### src/rtl/shift_sequencer.sv
// Multi-cycle 16-bit shifter: accepts one request in IDLE, then moves s one bit per clock.
// It reports completion with a single-cycle done pulse and holds s/cout until the next accept.
module shift_sequencer #(
  parameter int WIDTH = 16
) (
  input  logic             clk,
  input  logic             rst,
  input  logic             start,
  input  logic [1:0]       op,
  input  logic [WIDTH-1:0] a,
  input  logic [WIDTH-1:0] b,
  output logic [WIDTH-1:0] s,
  output logic             cout,
  output logic             busy,
  output logic             done
);
  localparam int SW = $clog2(WIDTH);
  localparam int CW = SW + 1;

  localparam logic [1:0] OP_SRL = 2'b00;
  localparam logic [1:0] OP_SLL = 2'b01;
  localparam logic [1:0] OP_SRA = 2'b10;
  localparam logic [1:0] OP_ROR = 2'b11;

  typedef enum logic [1:0] {IDLE, SHIFT, DONE} state_t;

  state_t          state_q;
  logic [WIDTH-1:0] s_q;
  logic            cout_q, busy_q, done_q;
  logic [1:0]      op_q;
  logic [CW-1:0]   cnt_q;

  logic [CW-1:0]   n_load;
  logic            b_big;
  logic [WIDTH-1:0] step_s;
  logic            step_c;

  // WIDTH is a power of two, so any bit at or above SW means b >= WIDTH.
  assign b_big = |b[WIDTH-1:SW];

  always_comb begin
    n_load = {1'b0, b[SW-1:0]};
    if (op != OP_ROR && b_big) n_load = CW'(WIDTH);
  end

  always_comb begin
    step_s = s_q;
    step_c = s_q[0];
    case (op_q)
      OP_SRL: step_s = {1'b0, s_q[WIDTH-1:1]};
      OP_SLL: begin
        step_s = {s_q[WIDTH-2:0], 1'b0};
        step_c = s_q[WIDTH-1];
      end
      OP_SRA: step_s = {s_q[WIDTH-1], s_q[WIDTH-1:1]};
      OP_ROR: step_s = {s_q[0], s_q[WIDTH-1:1]};
      default: step_s = s_q;
    endcase
  end

  always_ff @(posedge clk or posedge rst) begin
    if (rst) begin
      state_q <= IDLE;
      s_q     <= '0;
      cout_q  <= 1'b0;
      busy_q  <= 1'b0;
      done_q  <= 1'b0;
      op_q    <= OP_SRL;
      cnt_q   <= '0;
    end else begin
      case (state_q)
        IDLE: begin
          done_q <= 1'b0;
          if (start) begin
            s_q    <= a;
            op_q   <= op;
            cout_q <= 1'b0;
            cnt_q  <= n_load;
            busy_q <= 1'b1;
            if (n_load == '0) begin
              state_q <= DONE;
              done_q  <= 1'b1;
            end else begin
              state_q <= SHIFT;
            end
          end
        end
        SHIFT: begin
          s_q    <= step_s;
          cout_q <= step_c;
          cnt_q  <= cnt_q - CW'(1);
          if (cnt_q == CW'(1)) begin
            state_q <= DONE;
            done_q  <= 1'b1;
          end
        end
        DONE: begin
          // start seen here is dropped; the requester must wait for busy=0
          done_q  <= 1'b0;
          busy_q  <= 1'b0;
          state_q <= IDLE;
        end
        default: begin
          state_q <= IDLE;
          busy_q  <= 1'b0;
          done_q  <= 1'b0;
        end
      endcase
    end
  end

  assign s    = s_q;
  assign cout = cout_q;
  assign busy = busy_q;
  assign done = done_q;
endmodule
### config.mk
export PLATFORM = sky130hd
export DESIGN_NAME = shift_sequencer
export DESIGN_NICKNAME = d
export VERILOG_FILES = /design/src/rtl/shift_sequencer.sv
export SDC_FILE = /design/constraint.sdc
export NUM_CORES = 1
export LEC_CHECK = 0
export ABC_AREA = 0
export CAP_MARGIN = 20
export CORE_ASPECT_RATIO = 0.7
export CORE_MARGIN = 4
export CORE_UTILIZATION = 48
export CTS_BUF_LIST = sky130_fd_sc_hd__clkbuf_4 sky130_fd_sc_hd__clkbuf_8 sky130_fd_sc_hd__clkbuf_16
export DETAILED_ROUTE_END_ITERATION = 8
export PLACE_DENSITY = 0.84
export SLEW_MARGIN = 20
export SYNTH_ARGS = -nofsm -noshare
export SYNTH_HDL_FRONTEND = slang
export SYNTH_SLANG_ARGS = --single-unit
### constraint.sdc
create_clock -name clk -period 4.4 [get_ports clk]
set_clock_uncertainty 0.15 [all_clocks]
set_input_delay 0.88 -clock clk [delete_from_list [all_inputs] [get_ports clk]]
set_output_delay 0.88 -clock clk [all_outputs]
set_load 0.03 [all_outputs]
==> results of run 1 <==
## flip-flops by register name (all words and copies together) (netlist names)
| register | flops |
|---|---|
| busy | 1 |
| cnt_q | 5 |
| cout | 1 |
| done | 1 |
| op_q | 2 |
| s | 16 |
| state_q | 2 |
## metrics by stage
stage | instances | hold WS (ns) | area, um2 | util
detailed placement | 243 | 0.3200 | 2151 | 0.6741
CTS | 246 | 0.3403 | 2192 | 0.6871
global placement | 243 | 0.3190 | 2151 | 0.6741
global route | 246 | 0.3561 | 2193 | 0.6875
finish | 246 | 0.3336 | 2193 | 0.6875
floorplan | 161 | 0.3300 | 1622 | -
## worst max-delay path: stages
cell and delay (ns):
clkdlybuf4s50_1 0.77, nor2_2 0.08, nor2_2 0.60, o21ai_1 0.17, a221o_1 0.33
## cell usage in the layout (no fill, tap or decap), types with 2 or more instances in the layout
cell             count
o22a_1              14
a21oi_1             15
nor4_1               3
a221o_1              3
nor3_1               2
clkdlybuf4s50_1     55
nand2b_1             2
ha_1                 2
o21ai_1              4
a32oi_1              2
a31oi_1              2
mux2i_1             15
inv_1                5
nor2_1               6
dfrtp_1             27
nor3b_1             16
nor2_2               2
nand2_1             12
clkbuf_8             3
## how the worst max path moves through the flow
stage / cells past startpoint / slack [ns] / endpoint / startpoint
CTS: 5 / 1.61 / cnt_q[3] / start
global placement: 5 / 1.47 / cnt_q[3] / start
detailed placement: 5 / 1.32 / cnt_q[3] / start
finish: 5 / 1.56 / cnt_q[3] / start
floorplan: 4 / 2.50 / cnt_q[3] / b[8]
global route: 5 / 1.50 / cnt_q[3] / start
## cell families after synthesis
group,share of synthesized area
flops,0.4321
compound gates,0.2029
fa+ha+maj,0.01543
xor+xnor,0.005402
simple gates,0.1883
buf+inv,0.05632
mux,0.09953
## final cells by class
class	instances	share of cell area
Sequential cell	28	0.3200
Clock buffer	3	0.01882
Timing Repair Buffer	55	0.2510
Tap cell	38	0.02168
Multi-Input combinational cell	116	0.3782
Inverter	6	0.01027
## metal layers
layer	wire length [um]	vias to the layer above
met3	161	4
met5	0	-
met1	1893	716
li1	-	698
met2	2079	49
met4	48	0
## where the power goes
| part | leakage [nW] | internal, mW | switching [mW] |
|---|---|---|---|
| combinational | 0.568 | 0.425 | 0.465 |
| clock | 0.0216 | 0.0613 | 0.0719 |
| sequential | 0.322 | 0.378 | 0.178 |
==> results.txt, run 1 <==
layout cells sized above 1: 0.05288
Clk pin slew, worst setup/hold paths: 0.09 ns
latest clock arrival within the worst-skew pair: 0.26 ns
NumNets Final: 249
asr flop ratio synth: 1.000
synthesized instance count: 161
Synth Warn #: 0
Yosys cell types: 38
TritonCTS clock tree: done
hold depth: 1
most frequent cell after synthesis: dfrtp_1
final antenna-violating net count: 0
via count: 1467
worst r2r dst: cnt_q[3]
area delta synth->final: 35.26%
Synth Register Bits: 28
drt total wl: 4183 um
Critical Path Sink Type: register
Crit path arrival time: 2.84 ns
Yosys top cell area share: 0.4321
post-place setup slack: 1.317 ns
power per cell area: 720.3 mW/mm2
Commonest cells post-synth: dfrtp_1 (28), nor3b_1 (16), a21oi_1 (15), mux2i_1 (15), o22a_1 (14)
Die Wd: 77.47 um
pin count of the biggest net entering global routing: 37
Post-Syn Area: 0.001622 mm2
multi-input logic area: 829.5 um2
top cells by area, synth: dfrtp_1 (43%), mux2i_1 (9.3%), o22a_1 (7.6%), nor3b_1 (7.4%), a21oi_1 (4.6%)
Starting Density: 0.5082
fill count: 219
maximum vdd drop: 0.4066 mV
Root Driver: clkbuf_8
met2 GRT Util: 0.3346
DRC: 0
First DRT Iteration DRCs: 90
Port Buffers: 55
status: finished clean
routed length per placed instance: 17.00 um
final setup TNS: 0 ns
initial antenna violation count: 0
Leak: 0.9109 nW
# diodes: 0
number of post-CTS setup repair buffers: 0
First-pass DRT Iterations: 4
RSZ-0062 raised after global routing: no
ratio of final minimum period to clock period: 0.6446
num rows: 17
die height: 56.63 um
post-synthesis sequential area ratio: 0.4321
Post-synth EDFFs: 0
Post-Syn Nets: 200
Setup crit start kind: primary input
r2r worst-path depth: 4
Reg area: 701.9 um2
total CTS buffers: 3
Tot GR Track Use: 0.1919
fmax: 352.6 MHz
dpl hpwl: 3149 um
worst hold path type: reg -> reg
first-pass GRT wire length: 6824 um
clock sink total: 28
total gr overflow: 0
fin crit period: 2.836 ns
max_cap viols: 0
post_cts resized: 0
vias in the first global route: 1442
slew margin rel.: 0.3487
worst-margin pin slew: 0.9770 ns
total I/O pin count: 56
met1 track demand over resource: 0.2454
Hold Startpoint: done
endpoints failing setup: 0
GRT busiest layer: met2
Hold-fix buffers, CTS: 0
GRT met3 Usage: 0.04006
RePlAce Congestion: 0.8917
required time of the critical path: 4.41 ns
Synth Area per Inst: 10.07 um2
fin. max-slew vios: 0
Synth area leader: dfrtp_1
post-DR vias/cell: 5.963
H-tree depth: 1
post-route setup slack: 1.564 ns
Top FF cell, synth: dfrtp_1
RR Startpoint: state_q[0]
Clock Path Buffers: 2
Die Area: 0.004387 mm2
core area: 0.003191 mm2
crit path max fanout: 17
Final Power: 1.580 mW
Worst Hold End: done
Final Hold Viols: 0
slack of the worst reg-to-reg path: 2.15 ns
CP Class: in -> reg
(Power assumes the default switching activity.)
==> run 2: changes to the inputs <==
--- a/config.mk
+++ b/config.mk
@@ -9,10 +9,10 @@
 export CAP_MARGIN = 20
 export CORE_ASPECT_RATIO = 0.7
 export CORE_MARGIN = 4
-export CORE_UTILIZATION = 48
+export CORE_UTILIZATION = 41
 export CTS_BUF_LIST = sky130_fd_sc_hd__clkbuf_4 sky130_fd_sc_hd__clkbuf_8 sky130_fd_sc_hd__clkbuf_16
 export DETAILED_ROUTE_END_ITERATION = 8
-export PLACE_DENSITY = 0.84
+export PLACE_DENSITY = 0.76
 export SLEW_MARGIN = 20
 export SYNTH_ARGS = -nofsm -noshare
 export SYNTH_HDL_FRONTEND = slang
==> constraint.sdc (replaced) <==
create_clock -name clk -period 2.3 [get_ports clk]
set_clock_uncertainty 0.15 [all_clocks]
set_input_delay 0.46 -clock clk [delete_from_list [all_inputs] [get_ports clk]]
set_output_delay 0.46 -clock clk [all_outputs]
set_load 0.03 [all_outputs]
==> run 2 against run 1 <==
Core utilization down 6.4 points. Non-clock buffer count rose by 7. Critical path depth shrank 4. Die area up 15%. Cell area is 4.4% higher. Count of clock-buffer cells in the layout unchanged. First-iteration DRC count decreased by 28%. Setup slack lost 1.3 ns. Sequential cell count unchanged. Critical path type is now reg -> out. Critical endpoint is now s[0]. Highest routed layer unchanged.
==> results.txt, run 2 (same netlist as run 1, synthesis figures left out) <==
status: finished clean
total gr overflow: 0
total CTS buffers: 3
Hold-fix buffers, CTS: 0
RePlAce Congestion: 0.8571
Area after DPL: 0.002218 mm2
TritonCTS clock tree: done
power per cell area: 1398 mW/mm2
Port Buffers: 55
vias in the first global route: 1462
area delta synth->final: 41.20%
post-place setup slack: 0.1223 ns
Leak: 0.9610 nW
worst hold path type: reg -> reg
clock sink total: 28
RSZ-0062 raised after global routing: no
Setup crit start kind: register
met1 track demand over resource: 0.2390
commonest non-fill, non-tap cell in the layout: clkdlybuf4s50_1
core area: 0.003671 mm2
crit path cell chain: clkdlybuf4s50_1
layout cells sized above 1: 0.07870
required time of the critical path: 1.69 ns
num rows: 18
drt total wl: 4399 um
fmax: 488.9 MHz
Starting Density: 0.4417
post-route setup slack: 0.2546 ns
ratio of final minimum period to clock period: 0.8893
met2 GRT Util: 0.3345
CP Class: reg -> out
Final Cell Area: 0.002290 mm2
initial antenna violation count: 0
endpoints failing setup: 0
GRT met3 Usage: 0.02985
max FFs per register: 16
Clock Path Buffers: 2
multi-input logic area: 829.5 um2
worst-margin pin slew: 0.4569 ns
CP peak stage delay: 0.71 ns
first-pass GRT wire length: 7327 um
Crit path arrival time: 1.44 ns
latest clock arrival within the worst-skew pair: 0.27 ns
slew margin rel.: 0.6954
Crit path max-delay family: buffers and inverters
fill count: 310
Final Hold Viols: 0
fin crit period: 2.045 ns
Critical Path Sink Type: output pin
critical path's slowest cell: clkdlybuf4s50_1
final antenna-violating net count: 0
WP buf/inv: 1
post-DR vias/cell: 5.492
max_cap viols: 0
Die Area: 0.005041 mm2
H-tree depth: 1
First-pass DRT Iterations: 4
most frequent cells in the layout: clkdlybuf4s50_1 (55), dfrtp_1 (28), nor3b_1 (16)
# diodes: 0
routed length per placed instance: 16.54 um
pin count of the biggest net entering global routing: 29
GRT busiest layer: met2
maximum vdd drop: 0.7430 mV
Tot GR Track Use: 0.1820
total I/O pin count: 56
Die Wd: 83.17 um
dpl hpwl: 3442 um
NumNets Final: 256
final setup TNS: 0 ns
Reg area: 700.7 um2
First DRT Iteration DRCs: 65
die height: 60.62 um
crit path max fanout: 5
Clk pin slew, worst setup/hold paths: 0.10 ns
fin. max-slew vios: 0
Root Driver: clkbuf_8
DRC: 0
via count: 1461
number of post-CTS setup repair buffers: 0
post_cts resized: 0
[run 2: changes by cell type in the layout (fill, tap and decap cells not counted), sizes merged]
cell / previous run / this run
bufinv: 0 / 1
buf: 0 / 7
[run 2: area by class of cell]
class,count,share of cell area
clock buffer,3,0.01803
clock inverter,1,0.01311
inverter,6,0.009836
multi-input combinational,116,0.3623
sequential,28,0.3060
tap,50,0.02732
timing repair buffer,62,0.2634
[run 2: routing by layer]
layer	wire, um	vias up
li1	-	708
met1	1996	718
met2	2216	33
met3	175	2
met4	10	0
met5	0	-
[run 2: report_power, final]
part / switching, mW / leakage (nW) / internal [mW]
sequential: 0.274 / 0.323 / 0.724
combinational: 0.968 / 0.603 / 0.853
clock: 0.150 / 0.0357 / 0.233
total: 1.39 / 0.961 / 1.81
[run 2: metrics by stage]
| stage | power [mW] | hold WS, ns | utilization | cells |
|---|---|---|---|---|
| after global routing | 3.433 | 0.3778 | 0.6237 | 266 |
| final | 3.202 | 0.3453 | 0.6237 | 266 |
| after detailed placement | 2.828 | 0.3289 | 0.6043 | 262 |
| after floorplan | 2.221 | 0.3300 | - | 161 |
| after global placement | 2.758 | 0.3215 | 0.6043 | 262 |
| after CTS | 3.220 | 0.3509 | 0.6237 | 266 |
[run 2: path summary, 6_finish.rpt]
path                             from    endpoint  slack [ns]  cells after the start
min in group asynchronous         rst  state_q[0]        0.39                      3
max                              s[0]        s[0]        0.25                      1
min reg2reg                      done        done        0.35                      1
max in group asynchronous         rst    cnt_q[4]        1.35                      3
max reg2reg                state_q[1]        done        0.51                      4
min                              done        done        0.35                      1
